**src/rtl/div_unit.sv**
```systemverilog
// rtl/div_unit.sv - multi-cycle signed restoring divider, fixed WIDTH+3 cycle latency.
// Optional macro DIV_REMAINDER_OUT_EN exposes the signed remainder as data_remainder.
module div_unit #(
  parameter int WIDTH = 32
) (
  input  logic             clock,
  input  logic             reset,
  input  logic             ctrl_DIV,
  input  logic [WIDTH-1:0] data_operandA,
  input  logic [WIDTH-1:0] data_operandB,
  output logic [WIDTH-1:0] data_result,
  output logic             data_exception,
`ifdef DIV_REMAINDER_OUT_EN
  output logic [WIDTH-1:0] data_remainder,
`endif
  output logic             data_resultRDY
);

  localparam int CW = $clog2(WIDTH) + 1;

  typedef enum logic [2:0] {
    S_IDLE,
    S_SETUP,
    S_ITER,
    S_FIX,
    S_DONE
  } state_t;

  state_t           state_q, state_d;
  logic [CW-1:0]    cnt_q, cnt_d;
  logic [WIDTH-1:0] opa_q, opa_d;
  logic [WIDTH-1:0] opb_q, opb_d;
  logic [WIDTH-1:0] rem_q, rem_d;
  logic [WIDTH-1:0] quo_q, quo_d;
  logic [WIDTH-1:0] div_q, div_d;
  logic [WIDTH-1:0] result_q, result_d;
  logic             exc_q, exc_d;
  logic [WIDTH-1:0] remout_q, remout_d;

  logic [WIDTH:0]   rem_sh;
  logic [WIDTH:0]   trial;
  logic             sign_a, sign_b;
  logic             b_zero, ovf;

  function automatic logic [WIDTH-1:0] neg(input logic [WIDTH-1:0] x);
    return ~x + WIDTH'(1);
  endfunction

  assign sign_a = opa_q[WIDTH-1];
  assign sign_b = opb_q[WIDTH-1];
  assign b_zero = (opb_q == '0);
  assign ovf    = (opa_q == {1'b1, {(WIDTH-1){1'b0}}}) && (opb_q == '1);

  // Top bit of the shifted pair is always zero since rem < |B| <= 2^(WIDTH-1).
  assign rem_sh = {rem_q, quo_q[WIDTH-1]};
  assign trial  = rem_sh - {1'b0, div_q};

  always_comb begin
    state_d  = state_q;
    cnt_d    = cnt_q;
    opa_d    = opa_q;
    opb_d    = opb_q;
    rem_d    = rem_q;
    quo_d    = quo_q;
    div_d    = div_q;
    result_d = result_q;
    exc_d    = exc_q;
    remout_d = remout_q;
    unique case (state_q)
      S_SETUP: begin
        rem_d   = '0;
        quo_d   = sign_a ? neg(opa_q) : opa_q;
        div_d   = sign_b ? neg(opb_q) : opb_q;
        cnt_d   = '0;
        state_d = S_ITER;
      end
      S_ITER: begin
        if (!trial[WIDTH]) begin
          rem_d = trial[WIDTH-1:0];
        end else begin
          rem_d = rem_sh[WIDTH-1:0];
        end
        quo_d = {quo_q[WIDTH-2:0], ~trial[WIDTH]};
        cnt_d = cnt_q + CW'(1);
        if (cnt_q == CW'(WIDTH - 1)) begin
          state_d = S_FIX;
        end
      end
      S_FIX: begin
        state_d = S_DONE;
        if (b_zero) begin
          result_d = '0;
          exc_d    = 1'b1;
          remout_d = opa_q;
        end else if (ovf) begin
          result_d = {1'b1, {(WIDTH-1){1'b0}}};
          exc_d    = 1'b1;
          remout_d = '0;
        end else begin
          result_d = (sign_a ^ sign_b) ? neg(quo_q) : quo_q;
          exc_d    = 1'b0;
          remout_d = sign_a ? neg(rem_q) : rem_q;
        end
      end
      S_DONE: state_d = S_IDLE;
      default: state_d = S_IDLE;
    endcase
    // A start strobe in any state discards the in-flight division.
    if (ctrl_DIV) begin
      state_d = S_SETUP;
      opa_d   = data_operandA;
      opb_d   = data_operandB;
    end
  end

  always_ff @(posedge clock) begin
    if (reset) begin
      state_q  <= S_IDLE;
      cnt_q    <= '0;
      opa_q    <= '0;
      opb_q    <= '0;
      rem_q    <= '0;
      quo_q    <= '0;
      div_q    <= '0;
      result_q <= '0;
      exc_q    <= 1'b0;
      remout_q <= '0;
    end else begin
      state_q  <= state_d;
      cnt_q    <= cnt_d;
      opa_q    <= opa_d;
      opb_q    <= opb_d;
      rem_q    <= rem_d;
      quo_q    <= quo_d;
      div_q    <= div_d;
      result_q <= result_d;
      exc_q    <= exc_d;
      remout_q <= remout_d;
    end
  end

  assign data_result    = result_q;
  assign data_exception = exc_q;
  assign data_resultRDY = (state_q == S_DONE);

`ifdef DIV_REMAINDER_OUT_EN
  assign data_remainder = remout_q;
`else
  logic unused_remout;
  assign unused_remout = ^remout_q;
`endif

endmodule

```
**config.mk**
```make
export PLATFORM = sky130hd
export DESIGN_NAME = div_unit
export DESIGN_NICKNAME = d
export VERILOG_FILES = /design/src/rtl/div_unit.sv
export SDC_FILE = /design/constraint.sdc
export NUM_CORES = 1
export LEC_CHECK = 0
export CAP_MARGIN = 10
export CORE_UTILIZATION = 43
export DETAILED_ROUTE_END_ITERATION = 10
export PLACE_DENSITY_LB_ADDON = 0.3
export SETUP_SLACK_MARGIN = 0.4
export SYNTH_ARGS = -nofsm -noshare
export SYNTH_HDL_FRONTEND = slang
export SYNTH_SLANG_ARGS = --single-unit
```
**constraint.sdc**
```tcl
create_clock -name clock -period 3.6 [get_ports clock]
set_input_delay 0.72 -clock clock [delete_from_list [all_inputs] [get_ports clock]]
set_output_delay 0.72 -clock clock [all_outputs]
set_load 0.02 [all_outputs]
```
[After elaboration in Yosys (flattened, before gate mapping)]
Index checks and enable logic that the tools add are counted.
Storage, ports and cells
  word-level logic and storage cells: 47
  output and inout bits: 34
  input bits: 67
  bits in registers: 202
Operators by class
  mux-type cells: 14
  reduce and logical (&&, ||, !) cells: 4
  equal/unequal tests: 9
  bitwise operators: 5
  add/subtract/negate cells: 5
Operators by type and width (count)
  $mux 32: 6
  $pmux 32 s2: 2
  $add 32x1->32 const B: 3
  $not 32->32: 3
  $eq 32x32->1 const B: 2
  $sub 33x32->33: 1
  $logic_not 32->1: 1
  $pmux 6 s2: 1
  $pmux 3 s3: 1
  $add 6x1->6 const B: 1
  $eq 3x2->1 const B: 2
  $eq 6x5->1 const B: 1
  $eq 3x1->1 const B: 1
  $eq 3x3->1 const B: 1
  $mux 1: 3
  $mux 3: 1
  $ne 3x3->1 const B: 1
  $ne 2x2->1 const B: 1
  $reduce_bool 2->1: 1
  $reduce_or 2->1: 1
  $logic_and 1x1->1: 1
  $not 1->1: 1
  $xor 1x1->1: 1

[Longest topological paths before layout]
  word-level depth: 5
  depth in mapped cells: 15
  depth with buffers taken out: 13

[Worst setup path after synthesis]
OpenSTA, ideal clock, no wires.
  path type: register to register
  start: register quo_q[31]
  end: register rem_q[17]
  data required time: 3.472 ns
  arrival time: 3.236 ns
  slack: 0.236 ns
  cell stages (with the launch flop): 16
  period minus slack after synthesis: 3.364 ns
  path buffers: 2
  library setup time: 0.128 ns
  path through: dfxtp_1 -> inv_1 -> ha_1 -> inv_1 -> fa_1 -> a211oi_1 -> o21ai_0 -> o2111ai_1 -> a21o_1 -> a31oi_1 -> o31ai_1 -> xor2_1 -> buf_2 -> buf_2 -> mux2i_1 -> o21ai_0
Between the ends
  longest elaborated chain between the ends: 3
RTL lines
  start: declaration: RTL line 34  | logic [WIDTH-1:0] quo_q, quo_d;
  start signal: assignment: RTL line 134  | quo_q <= quo_d;
  $sub 33x32->33: RTL line 56  | assign trial = rem_sh - {1'b0, div_q};
  $mux 32: RTL line 78  | if (!trial[WIDTH]) begin
  $pmux 32 s2: RTL line 69  | unique case (state_q)
  end signal: assignment: RTL line 133  | rem_q <= rem_d;
  end: declaration: RTL line 33  | logic [WIDTH-1:0] rem_q, rem_d;
Every way passes these cells.
A chain may end at the register's enable or synchronous reset.

[Final worst setup path]
  start: register opb_q[13]
  end: register result_q[2], in the netlist data_result[2]
Between the ends
  longest elaborated chain between the ends: 4
  elaborated cells on any way between the ends: 5
  those cells by class: 1 x eq/ne; 2 x mux; 2 x reduce/logical
RTL lines
  start: declaration: RTL line 32  | logic [WIDTH-1:0] opb_q, opb_d;
  start signal: assignment: RTL line 132  | opb_q <= opb_d;
  $eq 32x32->1: RTL line 52  | assign ovf = (opa_q == {1'b1, {(WIDTH-1){1'b0}}}) && (opb_q == '1);
  $logic_and 1x1->1: RTL line 52
  $mux 32: RTL line 95  | end else if (ovf) begin
  $mux 32 (*): RTL line 91  | if (b_zero) begin
  end signal: assignment: RTL line 136  | result_q <= result_d;
  end: declaration: RTL line 36  | logic [WIDTH-1:0] result_q, result_d;
Every way passes the cells marked *; elsewhere a longest branch is shown, timed or not.

==> metrics.md <==
| Metric | Value |
|---|---|
| Tcrit/Tclk final | `0.909` |
| Reg2reg setup slack | `330 ps` |
| Tmin final | `3270 ps` |
| Worst VDD drop | `just over 0.0003 V` |
| Unrepaired setup endpoints after global routing | `true` |
| Post-Syn Area per Cell | `between 8 and 9 um2` |
| Synth Register Bits | `a little over 200` |
| Worst Hold Launch | `data_result[19]$_SDFFE_PP0P_` |
| Share of cells above drive strength 1 | `0.107` |
| Ant diodes | `0` |
| Slew HR | `0.175` |
| CP Launch Type | `flop` |
| Area share of and/or/nand/nor cells after synthesis | `0.170` |
| Initial antenna violation count | `0` |
| Gate Count Post-Synth | `1,321` |
| Post-DP HPWL | `between 15 and 20 mm` |
| TritonCTS Buffers | `23` |
| Design area | `13,700 um2` |
| Largest family of logic cells by synthesized area | `compound AO/OA/AOI/OAI gates` |
| Via-per-instance ratio | `around 5.5` |
| Cell taking the most area after synthesis | `dfxtp_1` |
| Max-cap violations | `0` |
| Gr usage total | `0.211` |
| Post-synth ARST share | `0` |
| Area share of xor/xnor cells in the synthesized design | `0.0921` |
| CP required | `3980 ps` |
| Worst hold endpoint | `data_result[19]$_SDFFE_PP0P_` |
| Clk slew on worst S/H paths | `approximately 60 ps` |
| Clock share of power | `0.400` |
| Crit path capture type | `flop` |
| Main flop type after synthesis | `dfxtp_1` |
| Die X | `about 160 um` |
| Setup crit start | `opb_q[13]$_SDFFE_PP0P_` |
| Power per cell area | `~420 nW/um2` |
| # nets final | `around 1,500` |
| Area contributors post-synth | `dfxtp_1 (36%), mux2i_1 (8.5%), nor2_1 (5.7%), xnor2_1 (5.3%), ha_1 (4.2%)` |
| Final Max Tran Viols | `0` |
| Cells along the critical path | `or4_4 -> or3_4 -> or4_4 -> or3_4 -> nand2b_4 -> or4_4 -> nor3b_4 -> buf_12 -> a22oi_1 -> nor2_1` |
| Maximum number of pins on one net before global-route repair | `approximately 110` |
| Die Y | `163 um` |
| Final Skew | `~12 ps` |
| Mux cell area share after synthesis | `0.0865` |
| Hold depth | `2` |
| Cell Area, Synth | `around 11,000 um2` |
| NetSw | `~1.6 mW` |
| Root Buffer | `clkbuf_16` |
| # setup viols final | `0` |
| Depth of the worst register-to-register path | `10` |
| Critical Path Fanout Max | `8` |
| CORE AREA | `roughly 25,000 um2` |
| TritonRoute pass-1 iters | `5` |
| Critical R2R Capture | `data_result[2]$_SDFFE_PP0P_` |
| CTS tree | `done` |
| Row count | `58` |
| P_int | `4.17 mW` |
| Logic pwr share | `0.178` |
| WL/cell | `roughly 16 um` |
| Wirelength, routed | `approximately 28 mm` |
| Area grow syn2layout | `23.5%` |
| Fin worst setup slack | `329 ps` |
| Maximum level of the CTS H-tree | `1` |
| Syn nets | `around 1,400` |
| Synth unique cells | `60` |
| Gp weighted congestion | `approximately 0.85` |
| Synth warnings | `0` |
| Setup WS pre-CTS | `120 ps` |
| TNS Setup | `0 ps` |
| Synth Area in Compound Gates | `0.202` |
| CP max stage delay | `530 ps` |
| Die Area | `roughly 27,000 um2` |
| # IOs | `slightly above 100` |
| Max clock buf depth | `3` |
| Sequential Power Share | `0.422` |
| FMAX | `306 MHz` |
| Vias in the first global route | `about 9,000` |
| Cell Area, Placed | `between 10,000 and 15,000 um2` |
| Clk Latency, worst-skew pair | `between 500 and 600 ps` |
| Post-synthesis adder-cell area fraction | `0.0434` |
| Worst Max-Slew Pin Slew | `about 1200 ps` |
| Global route overflow | `0` |
| Sequential-to-total area share from yosys stat | `0.364` |
| PortBufs | `100` |
| P_leak | `about 5.4 nW` |
| Status | `complete, no violations` |
| Slowest cell on crit path | `or4_4` |
| DRT iter0 DRCs | `around 510` |
| Crit path top cell by count | `or4_4` |
| Synth top area share | `0.364` |
| Switching fraction of total power | `0.276` |
| Clk sink count | `between 200 and 250` |
| Worst R2R Start | `opb_q[13]$_SDFFE_PP0P_` |
| ANT nets after route | `0` |
| First-pass GRT wire length | `roughly 46 mm` |
| Post-synth EDFFs | `0` |
| Worst hold-check path type | `reg2reg` |
| Final Hold Viols | `0` |
| DR DRC count | `0` |
| Starting Density | `0.440` |
| Via count | `around 9,700` |
| Crit path DAT | `approximately 3700 ps` |
| Crit Path Class | `reg2reg` |
## worst max path at each step
| stage | to | slack (ps) | cells past startpoint |
|---|---|---|---|
| 2_1_floorplan | data_result[13]$_SDFFE_PP0P_ | 420 | 10 |
| 3_3_place_gp | data_result[15]$_SDFFE_PP0P_ | 190 | 10 |
| 3_5_place_dp | data_result[16]$_SDFFE_PP0P_ | 120 | 10 |
| 4_1_cts | data_result[2]$_SDFFE_PP0P_ | 340 | 10 |
| 5_1_grt | data_result[2]$_SDFFE_PP0P_ | 240 | 10 |
| 6_report | data_result[2]$_SDFFE_PP0P_ | 330 | 10 |
## final cells by class
type	instances	area [um2]
Clock buffer	29	628
Clock inverter	10	115
Fill cell	2364	11500
Inverter	49	186
Multi-Input combinational cell	999	6790
Sequential cell	202	4050
Tap cell	330	413
Timing Repair Buffer	153	1550
## layer usage
layer  up-vias  routed length (um)  GRT usage
met5         -                   0          0
met4         0                 469     0.0506
met3        33                1070     0.0237
met2       206               12200      0.315
met1      4518               14600      0.319
li1       4921                   -          -
## metrics by stage
| step | power, mW | util | cells | hold WS [ps] |
|---|---|---|---|---|
| after floorplan | 3.14 | - | 1321 | 440 |
| after global placement | 3.41 | 0.495 | 1706 | 439 |
| after detailed placement | 3.43 | 0.495 | 1706 | 455 |
| after CTS | 5.76 | 0.533 | 1759 | 469 |
| after global routing | 6.02 | 0.544 | 1772 | 489 |
| final | 5.76 | 0.544 | 1772 | 455 |
## flip-flops by register name, summed over array words and instances, names as in the netlist
| signal | count |
|---|---|
| state_q | 3 |
| data_exception | 1 |
| cnt_q | 6 |
| opb_q | 32 |
| rem_q | 32 |
| div_q | 32 |
| data_result | 32 |
| opa_q | 32 |
| quo_q | 32 |
## kinds of logic (layout without fill, tap and decap cells)
kind of cell    after synthesis  in the layout
simple gates                415            416
buf+inv                     121            241
compound gates              332            332
flops                       202            202
fa+ha+maj                    38             38
xor+xnor                    117            117
mux                          96             96
## cell usage after synthesis (5+ instances only)
library cell and instances:
a211oi_1 36, a21o_1 14, a21oi_1 76, a221oi_1 6, a22oi_1 33, a22oi_2 19, a31oi_1 6, buf_1 8
clkbuf_1 59, dfxtp_1 202, ha_1 37, inv_1 49, mux2i_1 95, nand2_1 123, nand2b_1 9, nand3_1 21
nand4_1 10, nor2_1 169, nor2b_1 6, nor3_1 24, nor4_1 10, o21ai_0 75, o21bai_1 5, o31ai_1 26
o41ai_1 12, or3_1 5, or4_1 10, xnor2_1 67, xor2_1 50
## power groups by stage
stage	Clock (mW)	Sequential, mW	Combinational, mW
floorplan	0	2.44	0.699
global placement	0	2.47	0.942
detailed placement	0	2.47	0.956
CTS	2.35	2.43	0.987
global route	2.44	2.44	1.13
finish	2.30	2.43	1.03
## timing repair
item	in CTS	in global routing
gates cloned	2	5
hold buffers	0	0
pin swaps	2	12
buffers inserted	12	8
resized for setup	14	50
setup endpoints to repair	65	66
## cells in the final DEF (no fill, tap or decap), drive strengths merged, types with 4 or more instances in the layout
master | synthesis | final
or3 | 7 | 7
o21ai | 76 | 76
or4 | 12 | 12
nor3b | 5 | 5
a211oi | 36 | 36
ha | 37 | 37
buf | 13 | 51
clkinv | 0 | 4
xnor2 | 67 | 67
nand2b | 10 | 11
a221oi | 6 | 6
nor3 | 25 | 25
clkdlybuf4s50 | 0 | 98
and2 | 4 | 4
mux2i | 95 | 95
dfxtp | 202 | 202
o211ai | 4 | 4
xor2 | 50 | 50
nor4 | 11 | 11
nor2 | 169 | 169
a21oi | 76 | 76
nand3b | 5 | 5
clkbuf | 59 | 33
a22oi | 52 | 52
o31ai | 26 | 26
o41ai | 12 | 12
nand2 | 123 | 123
o21bai | 5 | 5
nor2b | 6 | 6
a21o | 14 | 14
inv | 49 | 50
a31oi | 6 | 6
nand4 | 10 | 10
nand3 | 21 | 21
## critical path: cells and delay by family, from the launching register on
| family | cells | cell delay (ps) |
|---|---|---|
| and+or+nand+nor | 8 | 2500 |
| DFF | 1 | 310 |
| buffers and inverters | 1 | 170 |
| AOI/OAI and AO/OA | 1 | 140 |
Power figures use the tool's default switching activity.
